## src/rtl/oclib_bc_tree_combiner.sv

```systemverilog
`default_nettype none
// ============================================================================
// Module   : oclib_bc_tree_combiner
// Brief    : Merges N downstream byte-channel response streams into a single
//            upstream stream. Whole messages are arbitrated round-robin, so
//            bytes from different leaves never interleave. A stalled granted
//            input is abandoned after a programmable number of idle cycles.
// Revision : 1.0 - initial release
// ============================================================================

package oclib_pkg;
  typedef struct packed {
    logic [7:0] data;
    logic       valid;
    logic       ready;
  } bc_8b_bidi_s;
endpackage

module oclib_bc_tree_combiner #(
  parameter type BcType        = oclib_pkg::bc_8b_bidi_s,
  parameter int  Inputs        = 8,
  parameter int  MaxLength     = 120,
  parameter int  TimeoutCycles = 1024,
  parameter int  ResetPipeline = 0,
  localparam int InputsSafe    = (Inputs < 1) ? 1 : Inputs,
  localparam int GrantWidth    = (InputsSafe > 1) ? $clog2(InputsSafe) : 1
) (
  input  logic                  clock,
  input  logic                  reset,
  input  BcType                 downIn  [0:InputsSafe-1],
  output BcType                 downOut [0:InputsSafe-1],
  input  BcType                 upIn,
  output BcType                 upOut,
  output logic [GrantWidth-1:0] grant,
  output logic                  busy,
  output logic                  timeoutError
);

  localparam int              IdleWidth  = (TimeoutCycles > 0) ? $clog2(TimeoutCycles + 1) : 1;
  localparam bit              TimeoutEn  = (TimeoutCycles > 0);
  localparam logic [IdleWidth-1:0] IdleLast = IdleWidth'((TimeoutCycles > 0) ? TimeoutCycles - 1 : 0);
  localparam logic [7:0]      MaxLen8    = 8'((MaxLength > 255) ? 255 : MaxLength);

  typedef enum logic [1:0] {
    StIdle   = 2'd0,
    StGrant  = 2'd1,
    StActive = 2'd2
  } state_t;

  state_t                state, state_n;
  logic [GrantWidth-1:0] grant_r, grant_n, last_grant, last_n, arb_idx;
  logic                  arb_found;
  logic [7:0]            count, count_n;
  logic [IdleWidth-1:0]  idle_cnt, idle_n;
  logic [7:0]            up_data, up_data_n;
  logic                  up_valid, up_valid_n;
  logic                  timeout_r, timeout_n;
  logic                  sel_valid, ready_g, xfer;
  logic [7:0]            sel_data;
  logic [ResetPipeline:0] rst_pipe;
  logic                  rst_int;
  logic                  unused_fields;

  // Reset asserts immediately and releases on a clock edge after the pipeline drains.
  always_ff @(posedge clock or posedge reset) begin
    if (reset) rst_pipe <= '1;
    else       rst_pipe <= rst_pipe << 1;
  end
  assign rst_int = rst_pipe[ResetPipeline];

  // Round-robin pick: first valid input after the last served one, wrapping modulo InputsSafe.
  always_comb begin
    arb_found = 1'b0;
    arb_idx   = '0;
    for (int k = 1; k <= InputsSafe; k++) begin
      logic [GrantWidth-1:0] cand;
      cand = GrantWidth'((int'(last_grant) + k) % InputsSafe);
      if (!arb_found && downIn[cand].valid) begin
        arb_found = 1'b1;
        arb_idx   = cand;
      end
    end
  end

  assign sel_valid = downIn[grant_r].valid;
  assign sel_data  = downIn[grant_r].data;
  assign ready_g   = (state != StIdle) && (!up_valid || upIn.ready);
  assign xfer      = ready_g && sel_valid;

  // Next-state, framing, timeout and output-register logic.
  always_comb begin
    state_n    = state;
    grant_n    = grant_r;
    last_n     = last_grant;
    count_n    = count;
    idle_n     = idle_cnt;
    up_valid_n = up_valid;
    up_data_n  = up_data;
    timeout_n  = 1'b0;

    if (xfer) begin
      up_valid_n = 1'b1;
      up_data_n  = sel_data;
    end else if (upIn.ready) begin
      up_valid_n = 1'b0;
    end

    case (state)
      StIdle: begin
        if (arb_found) begin
          grant_n = arb_idx;
          state_n = StGrant;
        end
      end
      StGrant: begin
        if (xfer) begin
          idle_n = '0;
          if (sel_data >= 8'd2 && sel_data <= MaxLen8) begin
            count_n = sel_data - 8'd1;
            state_n = StActive;
          end else begin
            state_n = StIdle;
            last_n  = grant_r;
          end
        end
      end
      StActive: begin
        if (xfer) begin
          idle_n = '0;
          if (count == 8'd1) begin
            state_n = StIdle;
            last_n  = grant_r;
          end else begin
            count_n = count - 8'd1;
          end
        end else if (TimeoutEn && !sel_valid) begin
          // Only source starvation counts; upstream backpressure does not.
          if (idle_cnt == IdleLast) begin
            timeout_n = 1'b1;
            state_n   = StIdle;
            last_n    = grant_r;
          end else if (idle_cnt != '1) begin
            idle_n = idle_cnt + 1'b1;
          end
        end
      end
      default: state_n = StIdle;
    endcase
  end

  // State and datapath registers.
  always_ff @(posedge clock or posedge rst_int) begin
    if (rst_int) begin
      state      <= StIdle;
      grant_r    <= '0;
      last_grant <= GrantWidth'(InputsSafe - 1);
      count      <= '0;
      idle_cnt   <= '0;
      up_valid   <= 1'b0;
      up_data    <= '0;
      timeout_r  <= 1'b0;
    end else begin
      state      <= state_n;
      grant_r    <= grant_n;
      last_grant <= last_n;
      count      <= count_n;
      idle_cnt   <= idle_n;
      up_valid   <= up_valid_n;
      up_data    <= up_data_n;
      timeout_r  <= timeout_n;
    end
  end

  // Per-input ready goes only to the granted leaf; data/valid toward leaves are unused.
  always_comb begin
    for (int i = 0; i < InputsSafe; i++) begin
      downOut[i]       = '0;
      downOut[i].ready = (GrantWidth'(i) == grant_r) && ready_g;
    end
  end

  // Upstream carries data/valid only.
  always_comb begin
    upOut       = '0;
    upOut.data  = up_data;
    upOut.valid = up_valid;
  end

  assign grant        = grant_r;
  assign busy         = (state != StIdle);
  assign timeoutError = timeout_r;

  // Fields of the bidirectional struct that this direction ignores.
  always_comb begin
    unused_fields = upIn.valid ^ (^upIn.data);
    for (int i = 0; i < InputsSafe; i++) begin
      unused_fields = unused_fields ^ downIn[i].ready;
    end
  end

endmodule

`default_nettype wire
```

## config.mk

```make
export PLATFORM = sky130hd
export DESIGN_NAME = oclib_bc_tree_combiner
export DESIGN_NICKNAME = d
export VERILOG_FILES = /design/src/rtl/oclib_bc_tree_combiner.sv
export SDC_FILE = /design/constraint.sdc
export NUM_CORES = 1
export LEC_CHECK = 0
export ABC_CLOCK_PERIOD_IN_PS = 1800
export CORE_MARGIN = 2
export CORE_UTILIZATION = 39
export DETAILED_ROUTE_END_ITERATION = 6
export GPL_ROUTABILITY_DRIVEN = 0
export PLACE_DENSITY = 0.87
export SETUP_SLACK_MARGIN = 0.2
export SYNTH_ARGS = -nofsm -noshare
export SYNTH_HDL_FRONTEND = slang
export SYNTH_SLANG_ARGS = --single-unit
```

## constraint.sdc

```tcl
create_clock -name clock -period 1.8 [get_ports clock]
set_clock_uncertainty 0.05 [all_clocks]
set_input_delay 0.36 -clock clock [delete_from_list [all_inputs] [get_ports clock]]
set_output_delay 0.36 -clock clock [all_outputs]
set_load 0.03 [all_outputs]
```

### Word level (Yosys, flattened, before mapping)

Index checks and enable logic that the tools add are counted.

* bits in registers: 38
* output and inout bits: 95

* add/sub/neg operators: 11
* order comparisons: 11
* equality and inequality tests: 23
* muxes and demuxes: 75
* bitwise gates (word level): 9
* reduce and logical (&&, ||, !) cells: 37

Operator list (number)
* $bmux 10 s3: 9
* $mux 11: 5
* $mux 2: 23
* $mux 3: 14
* $ge 4x4->1 const B: 9
* $not 3->4: 9
* $mux 8: 4
* $pmux 11 s2: 1
* $mux 10: 2
* $logic_and 1x1->1: 18
* $pmux 8 s2: 1
* $sub 8x1->8 const B: 2
* $ne 3x3->1 const B: 5
* $reduce_and 5->1: 3
* $mux 1: 14
* $add 3x3->3 const B: 4
* $eq 3x3->1 const A: 4
* $ne 2x2->1 const B: 6
* $add 11x1->11 const B: 1
* $eq 11x10->1 const B: 1
* $ne 11x11->1 const B: 1
* $eq 8x1->1 const B: 1
* $ge 8x2->1 const B: 1
* $le 8x7->1 const B: 1
* other kinds (15): 27

### Depth between registers and ports, before layout

* depth after elaboration: 29
* depth in mapped cells: 13
* depth with buffers taken out: 9

### Worst setup path after synthesis

OpenSTA, ideal clock, no wires.

* path kind: register to register
* from: register last_grant[1]
* to: register grant_r[0], in the netlist grant[0]
* arrival time: 3384 ps
* data required time: 1609 ps
* slack: -1775 ps
* stages on the path, launching flop included: 13
* clock period less this slack: 3575 ps
* cell sequence: dfstp_2 clkbuf_1 clkbuf_1 inv_1 ha_1 buf_1 mux4_2 mux2_2 nand2_1 nand2_1 a221o_1 o22ai_1 a21oi_1

* longest elaborated chain between the ends: 28
* elaborated cells on any way between the ends: 71
* classes of those cells: 8 x add/sub; 40 x mux; 8 x bitwise; 15 x reduce/logical

RTL lines
* from (decl): RTL line 51 `logic [GrantWidth-1:0] grant_r, grant_n, last_grant, last_n, arb_idx;`
* from (signal assigned): RTL line 156 `last_grant <= GrantWidth'(InputsSafe - 1);`
* from (signal assigned): RTL line 165 `last_grant <= last_n;`
* $add 3x1->3: RTL line 77 `cand = GrantWidth'((int'(last_grant) + k) % InputsSafe);`
* $not 3->4 (not written as such): RTL line 78 `if (!arb_found && downIn[cand].valid) begin`
* $bmux 10 s3: RTL line 78
* $mux 2 (not written as such) (2 in a row): RTL line 78
* $mux 1: RTL line 78
* $logic_not 1->1: RTL line 78
* $logic_and 1x1->1: RTL line 78
* $mux 1: RTL line 78
* [... 11 more ...]
* $mux 1: RTL line 78
* $logic_not 1->1: RTL line 78
* $logic_and 1x1->1: RTL line 78
* $mux 1: RTL line 78
* $logic_not 1->1: RTL line 78
* $logic_and 1x1->1: RTL line 78
* $mux 1: RTL line 78
* $reduce_and 2->1 (no source line)
* to (signal assigned): RTL line 164 `grant_r <= grant_n;`
* to (decl): RTL line 51

Parallel ways exist; a longest one is shown, timed or not. The select of a mux whose other input is x is not followed.
A chain may end at the register's enable or synchronous reset.

### Worst setup path after layout

* from: register grant_r[0], in the netlist grant[0]
* to: register count[1]

* longest elaborated chain between the ends: 8
* elaborated cells on any way between the ends: 16
* classes of those cells: 1 x add/sub; 2 x order compare; 3 x eq/ne; 6 x mux; 1 x bitwise; 3 x reduce/logical

RTL lines
* $not 3->4 (not written as such) (*): RTL line 85, 86
* $bmux 10 s3 (*): RTL line 85, 86
* $mux 10 (not written as such) (*) (2 in a row): RTL line 86 `assign sel_data = downIn[grant_r].data;`
* $sub 8x1->8 (tied with other cells): RTL line 119 `count_n = sel_data - 8'd1;`
* $mux 8 / $logic_and 1x1->1 (equally long branches): RTL line 118 `if (sel_data >= 8'd2 && sel_data <= MaxLen8) begin`
* $mux 8 / $ne 2x2->1 (equally long branches)
* $pmux 8 s2 / $reduce_and 5->1 (equally long branches)
* to (signal assigned): RTL line 166 `count <= count_n;`
* to (decl): RTL line 53 `logic [7:0] count, count_n;`

Mark *: on every way between the ends. The rest lies on a longest branch, timed or not. The select of a mux whose other input is x is not followed.

==> results.md <==
Route:
- The routed wire length per instance is 19.3 um.
- Using the TritonRoute via totals, the vias-per-cell ratio works out to about 5.6.
- The number of detailed-routing iterations run before antenna repair is 6.
- The violation count after the first detailed-route iteration is about 480.
- The routed layout has 4580 vias.
- The detailed-route wire length is 15800 um.
- The final antenna-violating net count is 0.
- For this run, design rule violations remaining after detail routing come to 0.

STA:
- The final hold violation count is 0.
- The post-route setup TNS is -34.68 ns.
- Setup slack on the critical path of the routed design comes to -1.29 ns.
- The smallest clock period supported by the final layout is computed as between 3 and 4 ns.
- The share of the clock period used by the worst path after layout is 172%.
- Hold timing on the final database bottoms out at a slack of ~0.23 ns.
- The number of max-slew violations in the final report is 0.
- The maximum achievable frequency is ~320 MHz.
- Setup repair after global routing could not meet its margin everywhere.
- Setup violations remaining at the end of the flow were counted as between 40 and 50.

Clock network:
- The clock transition at the registers of the reported paths is about 0.08 ns.
- The total number of clock tree sinks is 38.
- The clock root buffer master is clkbuf_8.
- The TritonCTS clock tree is done.
- The deepest clock path buffer count is 2.
- The number of buffers inserted during clock tree synthesis is 5.
- Clock latency on the worst-skew pair, taken at its later pin, is roughly 0.3 ns.
- The clock tree synthesis step divided the H-tree into 2 levels.

Status:
- The run finished, with violations left.
- The checks that failed: setup timing.

Global routing:
- Global routing used approximately 4.3% of the available met3 tracks.
- The first global-routing pass estimated roughly 23000 um of wire.
- The met2 track demand over resource is between 40% and 50%.
- The combined global-route utilization of all metal layers is 25.9%.
- Global routing finished with a remaining overflow of 0.
- For this run, global-route usage on met1 was measured as 27.6%.
- After global routing, the most crowded layer is met2.
- The number of global-route vias before repair is between 4000 and 5000.
- The initial antenna violation count is 0.
- Entering global routing, the biggest net connects 23 pins.

Power:
- For this design the static power due to leakage is approximately 3.1 nW.
- The total power draw is about 14 mW.
- The worst supply voltage drop on vdd is about 1000 uV.
- The total power divided by cell area is around 2000 nW/um2.

Floorplan:
- The die outline width is 107 um.
- The count of boundary I/O pins is 187.
- The initial cell density of the core is 40.2%.
- The die covers about 12000 um2.
- In this run the core area contains 37 standard-cell rows.
- The die is about 110 um tall.
- The region available for standard cell placement spans 10400 um2.

Logic synthesis:
- The mapped cell area is around 4200 um2.
- The share of the synthesized netlist area taken by xor and xnor gates is ~3.6%.
- After synthesis, the largest family of logic cells by area is multiplexers.
- The netlist uses 54 different library cells.
- The synthesis warning total is 0.
- Summing the areas of all fa, ha and maj instances in the mapped netlist gives 2.10% of the synthesized area.
- Counting flops with a built-in enable in the synthesized netlist gives 0.
- The synthesized design contains 38 register bits.
- The average instance area after synthesis is 9.07 um2.
- The share of synthesized area occupied by flip-flops and latches is between 20% and 30%.
- Measured against the total synthesized area, the mux share comes to between 20% and 30%.
- The post-synthesis cell count is between 400 and 500.
- After Yosys synthesis, and, or, nand and nor cells account for 17.6% of the synthesized area.
- The area fraction in compound gates after synthesis is 11.8%.
- In the synthesized netlist the dominant register cell turns out to be dfrtp_1.
- The cell type with the highest aggregate area in the netlist is dfrtp_1.
- The top cell type by area accounts for approximately a fifth of the synthesized area.
- In the post-synthesis netlist, the biggest area contributors are dfrtp_1, buf_4, mux4_1.
- The post-synthesis async set-or-reset flop share is between 90% and 100%.

Setup path:
- The slowest stage of the critical path belongs to the cell mux4_1.
- Among cell families on the critical path, the largest total delay comes from simple AND/OR/NAND/NOR gates.
- The top fanout value on the critical path is 7.
- For the worst setup path, the data required time is slightly below 2 ns.
- STA classifies the critical path startpoint as a register.
- The type of the worst setup path is reg -> reg.
- The number of buffers and inverters on the critical path is 2.
- The critical path capture point type is a register.
- The cell with the most instances on the worst path is buf_12.
- The signal on the critical path passes through buf_12, buf_12, mux4_1, nor3_2, o211ai_1, or4_4, a41oi_4, or2b_4, mux2i_1.
- The delay of the slowest cell on the worst path is between 0.5 and 0.6 ns.
- Data on the critical path arrives at its endpoint at roughly 3.2 ns.

Placed design:
- The placed wire-length estimate after detailed placement is about 10000 um.
- The number of input and output port buffers inserted is 96.
- At the placement stage, the worst setup path has a slack of -1.44 ns.

Cells and area:
- Relative to the synthesized area, the layout overhead comes to 63.7%.
- Once layout is complete, the utilization of the core stands at 65.7%.
- At the end of the flow, the number of nets in the layout was 782.
- The number of fill cells in the layout is 714.
- Of the cells placed in the final design, the portion with a size suffix greater than 1 is around 43%.
- The sequential cell area is 960 um2.
- The number of inserted diodes is 0.
- The area of combinational cells with multiple inputs is around 3200 um2.

Worst hold path:
- The min-delay analysis places its worst path in the category reg -> async.

Flow run:
- The count of max-cap constraint violations is 0.
## cell usage in the layout (no fill, tap or decap), types with 5 or more instances in the layout
| master | Yosys | layout |
|---|---|---|
| buf_6 | 1 | 33 |
| buf_4 | 74 | 109 |
| clkbuf_8 | 0 | 8 |
| nand2b_1 | 10 | 8 |
| dfrtp_1 | 34 | 31 |
| inv_1 | 17 | 15 |
| nor2_2 | 0 | 13 |
| a21oi_1 | 20 | 9 |
| nand3_2 | 0 | 5 |
| nor4_1 | 5 | 5 |
| mux2_4 | 3 | 6 |
| nand4_1 | 5 | 5 |
| o21ai_1 | 0 | 8 |
| xor2_1 | 9 | 9 |
| mux4_1 | 14 | 9 |
| mux2i_1 | 20 | 18 |
| conb_1 | 1 | 74 |
| buf_12 | 0 | 8 |
| clkdlybuf4s50_1 | 0 | 73 |
| nor3_1 | 11 | 7 |
| nand3_1 | 13 | 7 |
| nor2_4 | 0 | 12 |
| xnor2_1 | 8 | 5 |
| nand2_1 | 24 | 18 |
| nor2_1 | 53 | 28 |
| dlygate4sd2_1 | 0 | 10 |
| a21oi_2 | 0 | 9 |
| mux4_2 | 13 | 18 |
| mux2_2 | 8 | 5 |
| o21ai_0 | 25 | 13 |
## cell usage after synthesis (3+ instances only)
master / n
a21oi_1: 20
a22oi_1: 4
a31oi_1: 3
and3_1: 4
buf_2: 3
buf_4: 74
clkbuf_1: 16
dfrtp_1: 34
dfstp_2: 4
ha_1: 7
inv_1: 17
mux2_2: 8
mux2_4: 3
mux2i_1: 20
mux4_1: 14
mux4_2: 13
nand2_1: 24
nand2b_1: 10
nand3_1: 13
nand4_1: 5
nor2_1: 53
nor2b_1: 6
nor3_1: 11
nor3b_1: 6
nor4_1: 5
o211ai_1: 4
o21ai_0: 25
o22ai_1: 3
or3_1: 3
xnor2_1: 8
xor2_1: 9
## final cells by class
cell class	count	area share, %
tap	136	2.50
timing repair buffer	240	33.5
sequential	38	14.1
inverter	17	1.01
clock buffer	8	1.62
multi-input combinational	381	47.3
## routing by layer
metal / wire length (um) / vias to the layer above
met3: 1170 / 118
met2: 8320 / 335
met5: 0 / -
met4: 1070 / 0
met1: 5230 / 2163
li1: - / 1964
## cell families after synthesis
| kind of cell | count (synthesis) |
|---|---|
| buffers and inverters | 113 |
| adder cells (fa/ha/maj) | 7 |
| AND/OR/NAND/NOR | 148 |
| AO/OA/AOI/OAI | 76 |
| flip-flops | 38 |
| XOR/XNOR | 17 |
| multiplexers | 59 |
| other | 1 |
## what timing repair did
item / 4_1_cts / 5_1_grt
hold endpoints to repair: 0 / 0
setup buffers: 24 / 4
hold buffers: 0 / 0
pin swaps: 28 / 20
gates cloned: 3 / 0
endpoints found under the setup margin: 57 / 48
resized for setup: 111 / 43
## power by group
part           leakage (nW)  internal, mW  switching (mW)  total (mW)
clock                0.0575         0.387           0.317       0.704
combinational          2.55          5.76            5.84        11.6
sequential            0.458          1.19           0.303        1.49
total                  3.06          7.33            6.46        13.8
## path summary, 6_finish.rpt
path                               from            end  slack (ns)  cells after the start
max in group asynchronous       rst_int  last_grant[2]        1.16                      2
min reg2reg                     rst_int     up_data[5]        0.23                      2
min                             rst_int     up_data[5]        0.23                      2
max reg2reg                    grant[0]       count[1]       -1.29                      9
max                            grant[0]       count[1]       -1.29                      9
min in group clock         idle_cnt[10]   idle_cnt[10]        0.47                      1
## state kept, by name, indices dropped and copies added, names as in the netlist
| register | cells |
|---|---|
| up_data | 8 |
| rst_int | 1 |
| up_valid | 1 |
| last_grant | 3 |
| state | 2 |
| count | 8 |
| timeoutError | 1 |
| idle_cnt | 11 |
| grant | 3 |
## metrics by stage
step                cells  instance area [um2]
finish                820                 6820
global route          820                 6820
CTS                   816                 6600
detailed placement    781                 5900
global placement      781                 5900
floorplan             532                 4690
## worst reg2reg max path: cells and delay by family (launching register included)
kind / cells / cell delay (ns)
buffers and inverters: 2 / 0.25
multiplexers: 2 / 0.87
flip-flops: 1 / 0.38
AO/OA/AOI/OAI: 2 / 0.43
AND/OR/NAND/NOR: 3 / 1.02
No activity file was read; power rests on OpenSTA's default activity.
